## config.mk

```make
export PLATFORM = sky130hd
export DESIGN_NAME = mem_access_unit_flat
export DESIGN_NICKNAME = d
export VERILOG_FILES = /design/src/rtl/mem_access_unit_if.sv /design/src/rtl/mem_access_unit.sv /design/src/flat_wrapper.sv
export SDC_FILE = /design/constraint.sdc
export NUM_CORES = 1
export LEC_CHECK = 0
export CAP_MARGIN = 20
export CELL_PAD_IN_SITES_DETAIL_PLACEMENT = 1
export CELL_PAD_IN_SITES_GLOBAL_PLACEMENT = 2
export CORE_MARGIN = 1
export CORE_UTILIZATION = 25
export CTS_BUF_LIST = sky130_fd_sc_hd__clkbuf_8 sky130_fd_sc_hd__clkbuf_16
export CTS_CLUSTER_SIZE = 8
export DETAILED_ROUTE_END_ITERATION = 6
export MAX_ROUTING_LAYER = met4
export PLACE_DENSITY_LB_ADDON = 0.1
export SETUP_SLACK_MARGIN = 0.05
export SLEW_MARGIN = 5
export SYNTH_ARGS = -nofsm -noshare
export SYNTH_HDL_FRONTEND = slang
export SYNTH_SLANG_ARGS = --single-unit
```

## constraint.sdc

```tcl
create_clock -name clk -period 2.4 [get_ports clk]
set_input_delay 0.6 -clock clk [delete_from_list [all_inputs] [get_ports clk]]
set_output_delay 0.6 -clock clk [all_outputs]
set_load 0.03 [all_outputs]
```

## src/rtl/mem_access_unit_if.sv

```systemverilog
// Memory-side bus of mem_access_unit: the MFA/MFC handshake plus lane-positioned data.
//   mfa         memory function active (unit -> memory)
//   read_write  1 = read, 0 = write
//   memadd      latched byte address
//   be          byte-lane enables, one bit per byte of the data bus
//   memdat_out  write data already placed on its byte lanes
//   memdat_in   read data from memory
//   mfc         memory function complete (memory -> unit)
interface mem_access_unit_if #(
  parameter int unsigned DW = 32,
  parameter int unsigned AW = 8
);
  logic            mfa;
  logic            read_write;
  logic [AW-1:0]   memadd;
  logic [DW/8-1:0] be;
  logic [DW-1:0]   memdat_out;
  logic [DW-1:0]   memdat_in;
  logic            mfc;

  modport master (
    output mfa, read_write, memadd, be, memdat_out,
    input  memdat_in, mfc
  );

  modport slave (
    input  mfa, read_write, memadd, be, memdat_out,
    output memdat_in, mfc
  );
endinterface

```

## src/rtl/mem_access_unit.sv

```systemverilog
// Single-outstanding load/store unit: byte-lane placement of store data, MFA/MFC
// handshake with optional timeout, and sign/zero extension of load data.
//   clk, rst_n        clock, asynchronous active-low reset
//   req_i             request strobe, sampled only while idle
//   wr_i              1 = store, 0 = load
//   size_i            00 byte, 01 halfword, 10 word, 11 doubleword
//   sign_ext_i        loads: 1 = sign-extend, 0 = zero-extend
//   addr_i, wdata_i   byte address, right-aligned store data
//   rdata_o           extended load result, held until the next successful load
//   busy_o            high whenever not idle
//   done_o            one-cycle completion pulse
//   fault_o           misaligned / illegal size, valid with done_o
//   timeout_o         no MFC within TIMEOUT cycles, valid with done_o
//   mem               memory bus (master side)
// addr_i must be at least 3 bits wide (alignment is checked on the low 3 bits).
module mem_access_unit #(
  parameter int unsigned DW      = 32,
  parameter int unsigned AW      = 8,
  parameter int unsigned TIMEOUT = 16
) (
  input  logic              clk,
  input  logic              rst_n,
  input  logic              req_i,
  input  logic              wr_i,
  input  logic [1:0]        size_i,
  input  logic              sign_ext_i,
  input  logic [AW-1:0]     addr_i,
  input  logic [DW-1:0]     wdata_i,
  output logic [DW-1:0]     rdata_o,
  output logic              busy_o,
  output logic              done_o,
  output logic              fault_o,
  output logic              timeout_o,
  mem_access_unit_if.master mem
);

  localparam int unsigned NB = DW / 8;
  localparam int unsigned OW = $clog2(NB);
  localparam int unsigned CW = (TIMEOUT > 0) ? $clog2(TIMEOUT + 1) : 1;

  typedef enum logic [1:0] {S_IDLE, S_ACCESS, S_DONE} state_e;

  state_e          state_q;
  logic            busy_q, done_q, fault_q, timeout_q;
  logic            mfa_q, rw_q, wr_q, sign_q;
  logic [1:0]      size_q;
  logic [OW-1:0]   off_q;
  logic [AW-1:0]   memadd_q;
  logic [NB-1:0]   be_q;
  logic [DW-1:0]   mdo_q, rdata_q;
  logic [CW-1:0]   cnt_q;

  // Request decode: access size, fault check, lane enables and placed write data
  logic [3:0]      n_req;
  logic [OW-1:0]   off_req;
  logic            fault_req;
  logic [NB-1:0]   be_d;
  logic [DW-1:0]   wshift, mdo_d;
  int unsigned     lane_lo, lane_hi;

  always_comb begin
    n_req     = 4'd1 << size_i;
    off_req   = addr_i[OW-1:0];
    fault_req = (|(addr_i[2:0] & 3'(n_req - 4'd1))) || (32'(n_req) > NB);
    lane_lo   = 32'(off_req);
    lane_hi   = lane_lo + 32'(n_req);
    wshift    = wdata_i << {off_req, 3'b000};
    be_d      = '0;
    mdo_d     = '0;
    for (int unsigned i = 0; i < NB; i++) begin
      be_d[i]           = (i >= lane_lo) && (i < lane_hi);
      mdo_d[8*i +: 8]   = be_d[i] ? wshift[8*i +: 8] : 8'h00;
    end
  end

  // Load path: bring the addressed lanes down to bit 0, then extend above them
  logic [3:0]      n_acc;
  int unsigned     nbits;
  logic [DW-1:0]   rshift, rdata_d;
  logic            sign_bit;

  always_comb begin
    n_acc    = 4'd1 << size_q;
    nbits    = 32'd8 * 32'(n_acc);
    rshift   = mem.memdat_in >> {off_q, 3'b000};
    sign_bit = 1'b0;
    rdata_d  = '0;
    for (int unsigned i = 0; i < DW; i++) begin
      if (i == nbits - 32'd1) sign_bit = rshift[i];
    end
    for (int unsigned i = 0; i < DW; i++) begin
      rdata_d[i] = (i < nbits) ? rshift[i] : (sign_q & sign_bit);
    end
  end

  // Control FSM with registered Moore outputs
  always_ff @(posedge clk or negedge rst_n) begin
    if (!rst_n) begin
      state_q   <= S_IDLE;
      busy_q    <= 1'b0;
      done_q    <= 1'b0;
      fault_q   <= 1'b0;
      timeout_q <= 1'b0;
      mfa_q     <= 1'b0;
      rw_q      <= 1'b0;
      wr_q      <= 1'b0;
      sign_q    <= 1'b0;
      size_q    <= '0;
      off_q     <= '0;
      memadd_q  <= '0;
      be_q      <= '0;
      mdo_q     <= '0;
      rdata_q   <= '0;
      cnt_q     <= '0;
    end else begin
      case (state_q)
        S_IDLE: begin
          if (req_i) begin
            busy_q   <= 1'b1;
            memadd_q <= addr_i;
            wr_q     <= wr_i;
            size_q   <= size_i;
            sign_q   <= sign_ext_i;
            off_q    <= off_req;
            if (fault_req) begin
              state_q <= S_DONE;
              done_q  <= 1'b1;
              fault_q <= 1'b1;
            end else begin
              state_q <= S_ACCESS;
              mfa_q   <= 1'b1;
              rw_q    <= ~wr_i;
              be_q    <= be_d;
              mdo_q   <= mdo_d;
              cnt_q   <= '0;
            end
          end
        end
        S_ACCESS: begin
          // MFC takes priority over the timeout limit in the same cycle
          if (mem.mfc) begin
            if (!wr_q) rdata_q <= rdata_d;
            state_q <= S_DONE;
            done_q  <= 1'b1;
            mfa_q   <= 1'b0;
            be_q    <= '0;
            mdo_q   <= '0;
          end else if ((TIMEOUT != 0) && (cnt_q == CW'(TIMEOUT - 1))) begin
            state_q   <= S_DONE;
            done_q    <= 1'b1;
            timeout_q <= 1'b1;
            mfa_q     <= 1'b0;
            be_q      <= '0;
            mdo_q     <= '0;
          end else if (TIMEOUT != 0) begin
            cnt_q <= cnt_q + CW'(1);
          end
        end
        S_DONE: begin
          state_q   <= S_IDLE;
          busy_q    <= 1'b0;
          done_q    <= 1'b0;
          fault_q   <= 1'b0;
          timeout_q <= 1'b0;
        end
        default: state_q <= S_IDLE;
      endcase
    end
  end

  assign rdata_o        = rdata_q;
  assign busy_o         = busy_q;
  assign done_o         = done_q;
  assign fault_o        = fault_q;
  assign timeout_o      = timeout_q;
  assign mem.mfa        = mfa_q;
  assign mem.read_write = rw_q;
  assign mem.memadd     = memadd_q;
  assign mem.be         = be_q;
  assign mem.memdat_out = mdo_q;

endmodule

```

## src/flat_wrapper.sv

```systemverilog
// flat-port wrapper written by rule: the top's interface ports become plain ports
module mem_access_unit_flat 
#(
  parameter int unsigned DW      = 32,
  parameter int unsigned AW      = 8,
  parameter int unsigned TIMEOUT = 16
)
  (clk, rst_n, req_i, wr_i, size_i, sign_ext_i, addr_i, wdata_i, rdata_o, busy_o, done_o, fault_o, timeout_o, mem_mfa, mem_read_write, mem_memadd, mem_be, mem_memdat_out, mem_memdat_in, mem_mfc);
  mem_access_unit_if #(.DW(DW), .AW(AW)) mem_i ();
  input  logic clk;
  input  logic rst_n;
  input  logic req_i;
  input  logic wr_i;
  input  logic [1:0] size_i;
  input  logic sign_ext_i;
  input  logic [AW-1:0] addr_i;
  input  logic [DW-1:0] wdata_i;
  output logic [DW-1:0] rdata_o;
  output logic busy_o;
  output logic done_o;
  output logic fault_o;
  output logic timeout_o;
  output wire logic [$bits(mem_i.mfa)-1:0] mem_mfa;
  output wire logic [$bits(mem_i.read_write)-1:0] mem_read_write;
  output wire logic [$bits(mem_i.memadd)-1:0] mem_memadd;
  output wire logic [$bits(mem_i.be)-1:0] mem_be;
  output wire logic [$bits(mem_i.memdat_out)-1:0] mem_memdat_out;
  input wire logic [$bits(mem_i.memdat_in)-1:0] mem_memdat_in;
  input wire logic [$bits(mem_i.mfc)-1:0] mem_mfc;
  assign mem_mfa = mem_i.mfa;
  assign mem_read_write = mem_i.read_write;
  assign mem_memadd = mem_i.memadd;
  assign mem_be = mem_i.be;
  assign mem_memdat_out = mem_i.memdat_out;
  assign mem_i.memdat_in = mem_memdat_in;
  assign mem_i.mfc = mem_mfc;
  mem_access_unit #(.DW(DW), .AW(AW), .TIMEOUT(TIMEOUT)) u_core (.clk(clk), .rst_n(rst_n), .req_i(req_i), .wr_i(wr_i), .size_i(size_i), .sign_ext_i(sign_ext_i), .addr_i(addr_i), .wdata_i(wdata_i), .rdata_o(rdata_o), .busy_o(busy_o), .done_o(done_o), .fault_o(fault_o), .timeout_o(timeout_o), .mem(mem_i));
endmodule
```

# Word level (Yosys, flattened, before mapping)
# Cells that the tools add are included.
# totals
in_bits,80
output_inout_bits,82
register_bits,95
wordCells,234
# classes
shift,4
bitwise,5
n_eq_ne,41
mux,103
n_reduce_logical,21
n_addsub,4
n_lt_le_gt_ge,40
# op_table
operator,count
5-bit by 32-bit equality test with 1-bit output (first input constant),16
4-bit by 32-bit equality test with 1-bit output (first input constant),8
3-bit by 32-bit equality test with 1-bit output (first input constant),4
32-bit two-way mux,4
5-bit by 7-bit < comparator with 1-bit output (first input constant),16
1-bit two-way mux,74
2-bit by 32-bit equality test with 1-bit output (first input constant),2
1-bit by 32-bit < comparator with 1-bit output (first input constant),2
2-bit by 32-bit < comparator with 1-bit output (first input constant),2
32-bit one-hot mux with 2 select lines,1
4-bit by 7-bit < comparator with 1-bit output (first input constant),8
1-bit by 32-bit equality test with 1-bit output (first input constant),1
32-bit zero test,1
8-bit two-way mux,4
32-bit by 5-bit left shift with 32-bit output,1
32-bit by 5-bit right shift with 32-bit output,1
3-bit by 7-bit < comparator with 1-bit output (first input constant),4
5-bit two-way mux,4
4-bit two-way mux,4
1-bit by 7-bit < comparator with 1-bit output (first input constant),2
2-bit by 7-bit < comparator with 1-bit output (first input constant),2
3-bit AND reduction,4
5-bit one-hot mux with 2 select lines,1
2-bit two-way mux,4
30 further kinds,48

# Logic depth before layout (Yosys ltp)
# Gate-level depths: netlist (run 1).
# depth
word_depth,37
depth_mapped,9
depth_no_buf,8

# Worst setup path after synthesis (run 1)
# Ideal clock, no wire load.
# synth_timing
path_type,input to register
from,in addr_i[1]
to,reg u_core.be_q[1] (netlist: u_core.mem.be[1])
setup_time_ps,124
t_required_ps,2276
arrival_time_ps,2480
path_stages,8
path_slack_ps,-203
n_path_buf,2
cell_sequence,clkbuf_1 clkinv_1 fa_1 nor4b_1 a22o_1 a211o_1 buf_6 o21ai_1
# synth_between
elab_chain_cells,6
word_cells_on_any_way,12
cone_classes,add/sub: 1; order compare: 2; eq/ne: 1; mux: 3; bitwise: 1; reduce/logical: 4
# synth_rtl
element,line,text
start: declaration,flat_wrapper.sv:16,input logic [AW-1:0] addr_i;
2-bit by 4-bit adder with 5-bit output,mem_access_unit.sv:66,lane_hi = lane_lo + 32'(n_req);
1-bit by 32-bit < comparator with 1-bit output,mem_access_unit.sv:71,be_d[i] = (i >= lane_lo) && (i < lane_hi);
1-bit logical AND,mem_access_unit.sv:71,
4-bit two-way mux,mem_access_unit.sv:125,if (fault_req) begin
4-bit two-way mux,mem_access_unit.sv:118,if (req_i) begin
4-bit one-hot mux with 2 select lines,mem_access_unit.sv:116,case (state_q)
end signal: assignment,mem_access_unit.sv:111,be_q <= '0;
end signal: assignment,mem_access_unit.sv:133,be_q <= be_d;
end signal: assignment,mem_access_unit.sv:146,be_q <= '0;
end: declaration,mem_access_unit.sv:49,logic [NB-1:0] be_q;
# Parallel ways exist; a longest one is shown, timed or not. The select of a mux whose other input is x is not followed.
# A chain may end at the register's enable or synchronous reset.

# Worst setup path after layout (run 1)
# layout_timing
from,in size_i[1]
to,reg u_core.mdo_q[11] (netlist: u_core.mem.memdat_out[11])
# layout_between
elab_chain_cells,8
word_cells_on_any_way,15
cone_classes,add/sub: 2; order compare: 2; eq/ne: 1; shift: 1; mux: 4; bitwise: 1; reduce/logical: 4
# layout_rtl
element,line,text
start: declaration,flat_wrapper.sv:14,input logic [1:0] size_i;
1-bit by 2-bit left shift with 4-bit output *,mem_access_unit.sv:62,n_req = 4'd1 << size_i;
2-bit by 4-bit adder with 5-bit output,mem_access_unit.sv:66,
1-bit by 32-bit < comparator with 1-bit output,mem_access_unit.sv:71,
1-bit logical AND,mem_access_unit.sv:71,
8-bit two-way mux,mem_access_unit.sv:72,mdo_d[8*i +: 8] = be_d[i] ? wshift[8*i +: 8] : 8'h00;
32-bit two-way mux,mem_access_unit.sv:125,
32-bit two-way mux,mem_access_unit.sv:118,
32-bit one-hot mux with 2 select lines,mem_access_unit.sv:116,
end signal: assignment,mem_access_unit.sv:134,mdo_q <= mdo_d;
end: declaration,mem_access_unit.sv:50,"logic [DW-1:0] mdo_q, rdata_q;"
# Mark *: on every way between the ends. The rest lies on a longest branch, timed or not. The select of a mux whose other input is x is not followed.

==> load_flow_metrics.sql, run 1 <==
INSERT INTO impl_metrics (metric_group, metric, value, unit) VALUES
('floorplan', 'placementRows', '50', ''),
('synth', 'synth.yosys.warnings', '0', ''),
('synth', 'synth_largest_type_area_fraction', '48.9', '%'),
('placed_design', 'place.detailed.instances', '846', ''),
('synth', 'netlist_top_cells_area', 'sky130_fd_sc_hd__dfrtp_1 (49%), sky130_fd_sc_hd__mux2i_1 (8.2%), sky130_fd_sc_hd__nand2_1 (4.7%)', ''),
('clock_network', 'cts-buffers-inserted', '9', ''),
('routing', 'drc', '0', ''),
('floorplan', 'initial_utilization', '25.4', '%'),
('final_layout', 'n_antenna_cell', '0', ''),
('synth', 'synth_fp_nets', '522', ''),
('routing', 'drt.antenna.violating_nets', '0', ''),
('clock_network', 'htreeDepth', '3', ''),
('synth', 'synth.cell_area', '4760', 'sq um'),
('critical_path', 'critical-path-top-delay-family', 'compound AO/OA/AOI/OAI gates', ''),
('synth', 'synthDistinctLibCells', '52', ''),
('job', 'cap_viol_max_count', '0', ''),
('global_route', 'antenna_found_initial', '0', ''),
('global_route', 'grt_usage', '17.6', '%'),
('pwr', 'vdd_drop_max', '0.416', 'mV'),
('final_layout', 'fillerInstances', '2063', ''),
('clock_network', 'clock_insertion_delay_worst_skew', '0.35', 'ns'),
('timing', 'timing_max_transition_violations_final', '0', ''),
('timing', 'fmaxAchievable', '442', 'MHz'),
('routing', 'routed-via-count', '4121', ''),
('placed_design', 'place_congestion', '0.757', ''),
('critical_path', 'path_max_fanout', '9', ''),
('timing', 'grt_setup_unrepaired', 'true', ''),
('critical_path', 'required', '2.68', 'ns'),
('timing', 'worst_hold_slack', '0.282', 'ns'),
('synth', 'seq_area_frac_synth', '48.9', '%'),
('global_route', 'grt_pass1_vias', '4393', ''),
('placed_design', 'numPortBuffers', '161', ''),
('min_path', 'hp-class', 'in -> async', ''),
('synth', 'postSynthCellCount', '436', ''),
('critical_path', 'setup.worst_path.class', 'in -> reg', ''),
('routing', 'drt_iter0_drc', '165', ''),
('floorplan', 'core_area', '18700', 'sq um'),
('timing', 'final_period_minus_worst_setup_slack', '2.26', 'ns'),
('critical_path', 'critical_path_arrival', '2.54', 'ns'),
('global_route', 'largest_net_degree_at_the_start_of_global_routing', '94', ''),
('pwr', 'power.density_cell_area', '1030', 'nW/um^2'),
('synth', 'yosys_register_bits', '93', ''),
('floorplan', 'die_width', '140', 'microns'),
('floorplan', 'design.portCount', '162', ''),
('global_route', 'grt_pass1_wl', '25.6', 'mm'),
('routing', 'drt-vias-per-instance', '4.78', ''),
('clock_network', 'cts_tree', 'built', ''),
('critical_path', 'critical_path.endpoint_type', 'flip-flop', ''),
('routing', 'drt_pre_antenna_iters', '4', ''),
('global_route', 'grt_overflow', '0', ''),
('critical_path', 'critPathLaunchType', 'primary input', ''),
('clock_network', 'cts.root.buffer_cell', 'sky130_fd_sc_hd__clkbuf_16', ''),
('placed_design', 'hpwl', '12.2', 'mm'),
('synth', 'yosys.area.top_type', 'sky130_fd_sc_hd__dfrtp_1', ''),
('final_layout', 'finalNonFillerCells', '863', ''),
('floorplan', 'die-area', '19600', 'sq um'),
('timing', 'worst_slew_margin_rel', '62.4', '%'),
('timing', 'hold_viol', '0', ''),
('timing', 'setup_viol_count_final', '0', ''),
('clock_network', 'hold_buffers', '0', ''),
('final_layout', 'final_net_count', '710', ''),
('critical_path', 'crit_path_max_incr_delay', '0.38', 'ns'),
('critical_path', 'critical_path_buf_inv_count', '3', ''),
('critical_path', 'crit_chain', 'dlygate4sd2_1, nor2_2, ha_2, inv_2, fa_2, a22o_2, a211o_1, buf_12, o2bb2ai_2', ''),
('floorplan', 'die_h', '140', 'microns'),
('final_layout', 'post-route-cell-area', '7280', 'sq um'),
('critical_path', 'slowest_stage', 'sky130_fd_sc_hd__fa_2', ''),
('placed_design', 'placed_area', '6930', 'sq um'),
('final_layout', 'flow.area_growth_from_synthesis', '53.0', '%'),
('routing', 'wire_per_inst', '18.7', 'microns'),
('clock_network', 'clk_pin_slew', '0.07', 'ns'),
('synth', 'postSynthAreaPerCell', '10.9', 'sq um'),
('timing', 'clock_skew', '0.00783', 'ns'),
('run_status', 'run_status', 'completed', ''),
('timing', 'final.period_utilization', '94.3', '%'),
('timing', 'worstMarginPinSlew', '0.562', 'ns'),
('routing', 'wl', '16.2', 'mm'),
('pwr', 'static-leakage-power', '3.17', 'nW'),
('final_layout', 'drive_gt1_share', '17.6', '%'),
('clock_network', 'tritoncts_num_sinks', '93', ''),
('clock_network', 'cts.path.max_buffers', '2', '');
==> cells by family after synthesis <==
logic type               count (synthesis)  share of synthesized area (%)
AO/OA/AOI/OAI                          108                           18.7
adder cells (fa/ha/maj)                  6                           1.74
buffers and inverters                   41                           3.87
flip-flops                              93                           48.9
multiplexers                            60                           13.7
AND/OR/NAND/NOR                        128                           13.2
==> synthesized netlist by cell type (all sizes together) <==
library cell  count
nor2             30
o21ai            24
fa                1
or4b              2
nor4b             3
mux4              2
a311o             1
a31oi             1
nand3             4
o22ai             2
a21boi            1
nor3              1
a2bb2oi           1
mux2             19
nand2b            4
a221oi            2
a22o             17
and2             14
o41ai             1
or4               1
clkinv            1
nand2            60
o211ai           10
inv              11
o2bb2ai           8
a21o              3
and3              1
clkbuf           12
dfrtp            93
o22a             16
o21a              2
or2               1
nor2b             2
buf              17
ha                5
a32o              8
nand4b            1
mux2i            39
a211o             1
a21oi            10
or3b              1
nor3b             3
==> metrics by stage <==
stage / utilization (%) / power (mW) / TNS (ns) / setup slack (ns)
floorplan: - / 4.46 / 0 / 0.0560
global placement: 37.0 / 6.04 / -16.19 / -0.491
detailed placement: 37.0 / 6.10 / -19.87 / -0.613
CTS: 38.8 / 7.65 / 0 / 0.0584
global route: 38.9 / 7.95 / 0 / 0.0459
finish: 38.9 / 7.52 / 0 / 0.137
==> registers in the layout, indices dropped and copies added (netlist names), 2 cells and up <==
signal                 flops
u_core.cnt_q               5
u_core.mem.be              4
u_core.mem.memadd          8
u_core.mem.memdat_out     32
u_core.rdata_o            32
u_core.size_q              2
u_core.state_q             2
==> routing by layer <==
layer | track usage [%] | routed length, microns
met5 | - | 0
met4 | 6.36 | 306
met3 | 2.60 | 533
met2 | 26.8 | 7450
met1 | 23.7 | 7880
==> where the power goes <==
part           switching (mW)  internal, mW
clock                   0.653         0.848
combinational            1.96          1.61
sequential              0.368          2.08
==> placed cells by master, fill, tap and decap left out, drive strengths merged, types with 4 or more instances in the layout <==
cell type / netlist / routed
nand2b: 4 / 4
nand3: 4 / 4
clkdlybuf4s50: 0 / 154
inv: 11 / 14
a32o: 8 / 8
buf: 17 / 49
o211ai: 10 / 10
and2: 14 / 14
nor2: 30 / 30
nand2: 60 / 60
o2bb2ai: 8 / 8
o21ai: 24 / 24
mux2: 19 / 19
o22a: 16 / 16
a22o: 17 / 17
mux2i: 39 / 39
clkbuf: 12 / 10
ha: 5 / 5
a21oi: 10 / 10
dfrtp: 93 / 93
==> worst paths after layout <==
check / from / endpoint / slack, ns / cells after the start
worst max-delay path: size_i[1] / u_core.mem.memdat_out[11] / 0.14 / 9
worst min-delay path: rst_n / u_core.rdata_o[24] / 0.28 / 2
worst max register to register: u_core.cnt_q[0] / u_core.cnt_q[3] / 0.17 / 6
worst min register to register: u_core.mem.read_write / u_core.mem.read_write / 0.48 / 2
max in group asynchronous: rst_n / u_core.mem.be[1] / 1.69 / 2
min in group clk: u_core.mem.read_write / u_core.mem.read_write / 0.48 / 2
==> cell type report <==
| class | count | area [sq um] | share of cell area [%] |
|---|---|---|---|
| clock inverters | 6 | 71.3 | 0.980 |
| clock buffers | 10 | 239 | 3.28 |
| repair buffers | 206 | 2010 | 27.7 |
| inverters | 12 | 46.3 | 0.636 |
| well taps | 234 | 293 | 4.02 |
| multi-input cells | 302 | 2290 | 31.5 |
| flip-flops and latches | 93 | 2330 | 32.0 |
==> repair_timing <==
action | in CTS | in global routing
hold endpoints to repair | 0 | 0
gates resized for setup | 11 | 3
pin swaps | 6 | 4
setup buffers | 1 | 0
endpoints found under the setup margin | 35 | 35
Note: power is estimated with default switching activity, not from simulation.
==> run 2: changes to the inputs <==
--- a/config.mk
+++ b/config.mk
@@ -8,7 +8,6 @@
 export CAP_MARGIN = 20
 export CELL_PAD_IN_SITES_DETAIL_PLACEMENT = 1
 export CELL_PAD_IN_SITES_GLOBAL_PLACEMENT = 2
-export CORE_MARGIN = 1
 export CORE_UTILIZATION = 25
 export CTS_BUF_LIST = sky130_fd_sc_hd__clkbuf_8 sky130_fd_sc_hd__clkbuf_16
 export CTS_CLUSTER_SIZE = 8
==> results of run 2 <==
Same layout as run 1: the final DEF is identical, and so are final timing and power.
==> run 3: changes to the inputs <==
--- a/config.mk
+++ b/config.mk
@@ -15,6 +15,7 @@
 export MAX_ROUTING_LAYER = met4
 export PLACE_DENSITY_LB_ADDON = 0.1
 export SETUP_SLACK_MARGIN = 0.05
+export SKIP_LAST_GASP = 1
 export SLEW_MARGIN = 5
 export SYNTH_ARGS = -nofsm -noshare
 export SYNTH_HDL_FRONTEND = slang
==> results of run 3 <==
Same layout as run 1: the final DEF is identical, and so are final timing and power.
